## src/rtl/smbm_arb_pkg.sv

```systemverilog
// Shared types and opcode constants for the smbm command arbiter.
// Optional WAIT timeout is enabled by defining SMBM_ARB_TIMEOUT_EN.
package smbm_arb_pkg;

    typedef enum logic [1:0] {
        OP_ADD    = 2'd0,
        OP_DELETE = 2'd1,
        OP_READ   = 2'd2,
        OP_RSVD   = 2'd3
    } req_op_e;

    typedef enum logic [1:0] {
        ST_OK    = 2'd0,
        ST_FULL  = 2'd1,
        ST_EMPTY = 2'd2,
        ST_ERR   = 2'd3
    } rsp_status_e;

    localparam logic [2:0] SMBM_OP_ADD  = 3'b000;
    localparam logic [2:0] SMBM_OP_DEL  = 3'b001;
    localparam logic [2:0] SMBM_OP_READ = 3'b010;
    localparam logic [2:0] SMBM_OP_NOP  = 3'b111;

    typedef enum logic [1:0] {
        S_IDLE  = 2'd0,
        S_ISSUE = 2'd1,
        S_WAIT  = 2'd2,
        S_RESP  = 2'd3
    } state_e;

    function automatic logic [2:0] smbm_op_of(input req_op_e op);
        case (op)
            OP_ADD:    return SMBM_OP_ADD;
            OP_DELETE: return SMBM_OP_DEL;
            OP_READ:   return SMBM_OP_READ;
            default:   return SMBM_OP_NOP;
        endcase
    endfunction

endpackage

```

## src/rtl/smbm_cmd_arbiter_rr_arbiter.sv

```systemverilog
// Combinational round-robin picker: first pending request at or after ptr.
module rr_arbiter #(
    parameter int NUM_REQ = 4,
    parameter int REQ_LOG = 2
) (
    input  logic [NUM_REQ-1:0] req,
    input  logic [REQ_LOG-1:0] ptr,
    output logic [NUM_REQ-1:0] grant,
    output logic [REQ_LOG-1:0] grant_idx,
    output logic               any_valid
);

    logic [NUM_REQ-1:0] rot;

    // rot[k] is the request k positions after the pointer.
    genvar gi;
    generate
        for (gi = 0; gi < NUM_REQ; gi++) begin : g_rot
            assign rot[gi] = req[REQ_LOG'((int'(ptr) + gi) % NUM_REQ)];
        end
    endgenerate

    always_comb begin
        any_valid = 1'b0;
        grant_idx = '0;
        for (int k = 0; k < NUM_REQ; k++) begin
            if (!any_valid && rot[k]) begin
                any_valid = 1'b1;
                grant_idx = REQ_LOG'((int'(ptr) + k) % NUM_REQ);
            end
        end
        grant = any_valid ? (NUM_REQ'(1) << grant_idx) : '0;
    end

endmodule

```

## src/rtl/smbm_cmd_arbiter.sv

```systemverilog
// Round-robin command front end for smbm: grant, issue, wait for done, respond.
// Define SMBM_ARB_TIMEOUT_EN to abort a WAIT after TIMEOUT_CYC cycles with ERR.
module smbm_cmd_arbiter
    import smbm_arb_pkg::*;
#(
    parameter int NUM_REQ            = 4,
    parameter int REQ_LOG            = 2,
    parameter int BIT_VEC_SIZE       = 64,
    parameter int BIT_VEC_SIZE_LOG   = 6,
    parameter int NUM_OF_METRICS     = 4,
    parameter int NUM_OF_METRICS_LOG = 2
`ifdef SMBM_ARB_TIMEOUT_EN
    ,
    parameter int TIMEOUT_CYC        = 16
`endif
) (
    input  logic                                       clk,
    input  logic                                       rst,
    input  logic [NUM_REQ-1:0]                         req_valid,
    output logic [NUM_REQ-1:0]                         req_ready,
    input  logic [NUM_REQ-1:0][1:0]                    req_op,
    input  logic [NUM_REQ-1:0][BIT_VEC_SIZE_LOG-1:0]   req_id,
    input  logic [NUM_REQ-1:0][NUM_OF_METRICS-1:0][7:0] req_metric,
    input  logic [NUM_REQ-1:0][BIT_VEC_SIZE-1:0]       req_in,
    input  logic [NUM_REQ-1:0][NUM_OF_METRICS_LOG-1:0] req_metricX,
    input  logic [NUM_REQ-1:0][2:0]                    req_mode,
    output logic                                       rsp_valid,
    output logic [REQ_LOG-1:0]                         rsp_req,
    output logic [1:0]                                 rsp_status,
    output logic [BIT_VEC_SIZE_LOG:0]                  occupancy,
    output logic [2:0]                                 smbm_opcode,
    output logic [BIT_VEC_SIZE_LOG-1:0]                smbm_id,
    output logic [NUM_OF_METRICS-1:0][7:0]             smbm_metric_val,
    output logic [BIT_VEC_SIZE-1:0]                    smbm_in,
    output logic [NUM_OF_METRICS_LOG-1:0]              smbm_metricX,
    output logic [2:0]                                 smbm_opcode_in,
    input  logic                                       smbm_done
);

    localparam logic [BIT_VEC_SIZE_LOG:0] OCC_FULL = (BIT_VEC_SIZE_LOG+1)'(BIT_VEC_SIZE);

    state_e               state_reg;
    req_op_e              op_reg;
    logic [REQ_LOG-1:0]   rr_ptr_reg;
    logic [NUM_REQ-1:0]   grant;
    logic [REQ_LOG-1:0]   grant_idx;
    logic                 any_valid;
    req_op_e              grant_op;

`ifdef SMBM_ARB_TIMEOUT_EN
    logic [$clog2(TIMEOUT_CYC+1)-1:0] wait_cnt_reg;
`endif

    rr_arbiter #(
        .NUM_REQ (NUM_REQ),
        .REQ_LOG (REQ_LOG)
    ) u_rr (
        .req       (req_valid),
        .ptr       (rr_ptr_reg),
        .grant     (grant),
        .grant_idx (grant_idx),
        .any_valid (any_valid)
    );

    assign grant_op = req_op_e'(req_op[grant_idx]);

    always_comb begin
        req_ready = '0;
        if (state_reg == S_IDLE && !rst)
            req_ready = grant;
    end

    always_ff @(posedge clk or posedge rst) begin
        if (rst) begin
            state_reg       <= S_IDLE;
            op_reg          <= OP_ADD;
            rr_ptr_reg      <= '0;
            occupancy       <= '0;
            rsp_valid       <= 1'b0;
            rsp_req         <= '0;
            rsp_status      <= ST_OK;
            smbm_opcode     <= SMBM_OP_NOP;
            smbm_id         <= '0;
            smbm_metric_val <= '0;
            smbm_in         <= '0;
            smbm_metricX    <= '0;
            smbm_opcode_in  <= '0;
`ifdef SMBM_ARB_TIMEOUT_EN
            wait_cnt_reg    <= '0;
`endif
        end else begin
            rsp_valid   <= 1'b0;
            smbm_opcode <= SMBM_OP_NOP;
            case (state_reg)
                S_IDLE: begin
                    if (any_valid) begin
                        op_reg          <= grant_op;
                        rsp_req         <= grant_idx;
                        smbm_id         <= req_id[grant_idx];
                        smbm_metric_val <= req_metric[grant_idx];
                        smbm_in         <= req_in[grant_idx];
                        smbm_metricX    <= req_metricX[grant_idx];
                        smbm_opcode_in  <= req_mode[grant_idx];
                        rr_ptr_reg      <= (int'(grant_idx) == NUM_REQ-1) ? '0 : grant_idx + 1'b1;
                        // Rejections skip smbm entirely and respond next cycle.
                        if (grant_op == OP_ADD && occupancy == OCC_FULL) begin
                            rsp_status <= ST_FULL;
                            rsp_valid  <= 1'b1;
                            state_reg  <= S_RESP;
                        end else if (grant_op == OP_DELETE && occupancy == '0) begin
                            rsp_status <= ST_EMPTY;
                            rsp_valid  <= 1'b1;
                            state_reg  <= S_RESP;
                        end else if (grant_op == OP_RSVD) begin
                            rsp_status <= ST_ERR;
                            rsp_valid  <= 1'b1;
                            state_reg  <= S_RESP;
                        end else begin
                            smbm_opcode <= smbm_op_of(grant_op);
                            state_reg   <= S_ISSUE;
                        end
                    end
                end
                S_ISSUE: begin
`ifdef SMBM_ARB_TIMEOUT_EN
                    // Counts cycles since ISSUE, so RESP lands TIMEOUT_CYC after it.
                    wait_cnt_reg <= 1;
`endif
                    state_reg <= S_WAIT;
                end
                S_WAIT: begin
                    if (smbm_done) begin
                        rsp_status <= ST_OK;
                        rsp_valid  <= 1'b1;
                        state_reg  <= S_RESP;
                        if (op_reg == OP_ADD)
                            occupancy <= occupancy + 1'b1;
                        else if (op_reg == OP_DELETE)
                            occupancy <= occupancy - 1'b1;
                    end
`ifdef SMBM_ARB_TIMEOUT_EN
                    else if (int'(wait_cnt_reg) >= TIMEOUT_CYC-1) begin
                        rsp_status <= ST_ERR;
                        rsp_valid  <= 1'b1;
                        state_reg  <= S_RESP;
                    end else begin
                        wait_cnt_reg <= wait_cnt_reg + 1'b1;
                    end
`endif
                end
                default: begin
                    state_reg <= S_IDLE;
                end
            endcase
        end
    end

endmodule

```

## config.mk

```make
export PLATFORM = sky130hd
export DESIGN_NAME = smbm_cmd_arbiter
export DESIGN_NICKNAME = d
export VERILOG_FILES = /design/src/rtl/smbm_arb_pkg.sv /design/src/rtl/smbm_cmd_arbiter_rr_arbiter.sv /design/src/rtl/smbm_cmd_arbiter.sv
export SDC_FILE = /design/constraint.sdc
export NUM_CORES = 1
export LEC_CHECK = 0
export ABC_AREA = 1
export CORE_AREA = 5 5 216 218
export CTS_CLUSTER_DIAMETER = 40
export DETAILED_ROUTE_END_ITERATION = 12
export DIE_AREA = 0 0 221 223
export SLEW_MARGIN = 40
export SYNTH_ARGS = -nofsm -noshare
export SYNTH_HDL_FRONTEND = slang
export SYNTH_SLANG_ARGS = --single-unit
```

## constraint.sdc

```tcl
create_clock -name clk -period 4 [get_ports clk]
set_clock_uncertainty 0.2 [all_clocks]
set_input_delay 0.6 -clock clk [delete_from_list [all_inputs] [get_ports clk]]
set_output_delay 0.6 -clock clk [all_outputs]
set_load 0.02 [all_outputs]
```

==> results.md <==
* Initial antenna violation count at 6
* CTS Sinks at between 100 and 150
* Post-route ant nets at 0
* Crit end category: output pin
* Yosys cell types at 47
* Total wire length at ~42 mm
* RSZ-0062 raised after global routing: no
* P_sw at 7.82 mW
* Internal at roughly 7.1 mW
* I/O Buffers at 568
* Maximum clock path buffer count at 2
* XOR/XNOR Fraction of Synth Area at less than 1%
* Final Hold Vio Count at 0
* RD Place Congestion at 0.847
* Critical Path AT at around 3000 ps
* Fraction of layout cells with a size suffix above 1 at ~4.8%
* Share of power burned in registers at about 17%
* Row cnt at 78
* I/O pin cnt at between 500 and 600
* DP HPWL at ~32 mm
* Avg Inst Size Synth at around 7.4 um^2
* Routed vias at 10500
* Fill count at 4742
* Core Util, Final at roughly 34%
* Tcrit/Tclk final at a little over nine tenths
* Clock latency on the worst-skew pair at approximately 450 ps
* Worst-path clk slew at 60 ps
* Worst IR Drop VDD at around 1 mV
* Hold-fix buffer count after cts at 0
* Drt pass-1 iters at 5
* Status: finished, final reports clean
* Vias per cell at around 4.6
* Worst-margin pin slew at just under 800 ps
* Clk root buf: clkbuf_16
* Pin count of the biggest net entering global routing at 116
* Largest register FFs at 64
* Die footprint at about 50000 um^2
* Max_cap viols at 0
* Biggest register: smbm_in
* Highest clock rate at between 200 and 300 MHz
* Syn. warnings at 0
* Total power at 14.9 mW
* Syn-to-layout area delta at 79.7%
* #FFs+latches synth at about 130
* Initial DRC Count at 597
* P_leak at 6.08 nW
* Clock power frac at a little over a tenth
* Synth Instances at 1146
* Compound-Gate Fraction of Synth Area at between 20% and 30%
* Core area at between 40000 and 50000 um^2
* Most common cell after layout, fill and taps aside: clkdlybuf4s50_1
* CP required at between 3000 and 4000 ps
* Pwr per Cell Area at ~970 nW/um^2
* GRT Total Usage at between 10% and 20%
* Nets@finish at between 2000 and 2500
* Rel. slew slack at around 48%
* GRT Residual Overflow at 0
* CTS H-tree depth at 4
* CTS Buf Count at 17
* Crit Path Category: input pin to output pin
* Largest registers: smbm_in x64, smbm_metric_val x32, occupancy x7
* Initial Util at between 10% and 20%
* Mux share of post-synthesis cell area at 0%
* HP Class: flop to flop
* # resized after CTS at 1
* Sequential fraction of the synthesis area at between 30 and 40%
* Die W at between 200 and 250 um
* Height of the chip at about 220 um
* Postcts setup bufs at 0
* Drt wl/cell at about 19 um
* Logic pwr share at 72.6%
* First-pass GRT wire length at 63.9 mm
* Commonest cells after routing, fill and taps aside: 566 x clkdlybuf4s50_1, 298 x nor2_1, 124 x dfrtp_1, 112 x nand2_1, 90 x o21ai_0
* Sw Ratio at 52.5%
* Startpoint types: input pin
* Setup total negative slack at 0 ps
* Vias in the first global route at 10700
* Post-Syn Area at approximately 8500 um^2
* Syn Nets at approximately 1600
* Setup violations, final at 0
* Area fraction in and, or, nand and nor cells after synthesis at 27.1%
* CTS tree: yes
* Largest family of logic cells by synthesized area: simple AND/OR/NAND/NOR gates
* Synth Area in Adders at 1.99%
* Worst Path Max Fanout at 9
* Final slew viol count at 0
* Drt drc at 0
* Period minus WS final at between 3000 and 4000 ps
[worst max-delay path, cell delays in order]
cell             delay (ps)
clkdlybuf4s50_1         500
inv_1                    70
nand2_1                 100
nand3_1                 110
nand2_1                 100
inv_1                    90
nand3_1                 100
nand3_1                  80
nand2_2                 190
clkinv_2                160
ha_1                    210
nand3_1                  80
inv_1                    40
clkdlybuf4s50_1         520
[kinds of logic after synthesis]
logic type / Yosys count
adder cells (fa/ha/maj): 13
buffers and inverters: 130
XOR/XNOR: 6
AO/OA/AOI/OAI: 327
AND/OR/NAND/NOR: 542
flip-flops: 128
[power by group through the flow]
stage	Clock [mW]	Combinational, mW	Sequential, mW
floorplan	0	6.51	3.14
global placement	0	10.7	2.46
detailed placement	0	10.9	2.48
CTS	1.66	10.9	2.47
global route	1.70	11.9	2.56
finish	1.60	10.8	2.47
[cells in the mapped netlist (all sizes together)]
master,n,area (um^2)
nor2,301,1140
dfrtp,125,3130
nand2,122,490
o21ai,103,515
buf,54,324
a21oi,46,230
nor3,44,220
o41ai,42,398
clkbuf,41,155
or2,40,250
o211ai,38,285
o311ai,38,333
inv,34,130
nand3,29,168
a31oi,27,169
o21bai,27,203
ha,12,150
xor2,5,43.8
dfstp,3,78.8
nand3b,3,22.5
o22ai,2,12.5
a21o,1,7.51
and2,1,6.26
clkinv,1,3.75
fa,1,20.0
nand4,1,6.26
o2111ai,1,8.76
o21a,1,7.51
o31ai,1,7.51
or4,1,7.51
xnor2,1,8.76
[routing by layer]
layer / GRT usage [%] / vias up / wire, um
met1: 19.8 / 4946 / 17400
li1: - / 5027 / -
met5: 0 / - / 52
met3: 5.93 / 69 / 3270
met4: 5.86 / 8 / 1240
met2: 27.3 / 404 / 20300
[cell type report]
cell class	instances	area [um^2]	area share, %
repair buffers	585	5910	38.6
multi-input cells	888	4730	30.9
flip-flops and latches	128	3210	20.9
well taps	600	751	4.90
clock buffers	21	470	3.07
inverters	35	141	0.922
clock inverters	11	113	0.734
diodes	1	2.50	0.0163
[path summary, 6_finish.rpt]
check	from	end	slack (ps)	depth (start not counted)
min reg2reg	smbm_in[1]$_DFFE_PP0P_	smbm_in[1]$_DFFE_PP0P_	290	2
max	req_valid[2]	req_ready[3]	240	14
max in group asynchronous	rst	smbm_in[23]$_DFFE_PP0P_	2520	3
min	smbm_in[1]$_DFFE_PP0P_	smbm_in[1]$_DFFE_PP0P_	290	2
min in group asynchronous	rst	smbm_in[61]$_DFFE_PP0P_	450	3
max reg2reg	rr_ptr_reg[0]$_DFFE_PP0P_	smbm_metric_val[17]$_DFFE_PP0P_	790	14
[stage by stage]
step	setup slack (ps)	hold WS (ps)	cell area (um^2)	std cells
floorplan	1050	268	8530	1146
global placement	185	264	14700	2234
CTS	140	291	15300	2268
global route	35.9	318	15300	2269
finish	242	289	15300	2269
detailed placement	127	271	14700	2236
No activity file was read; power rests on OpenSTA's default activity.
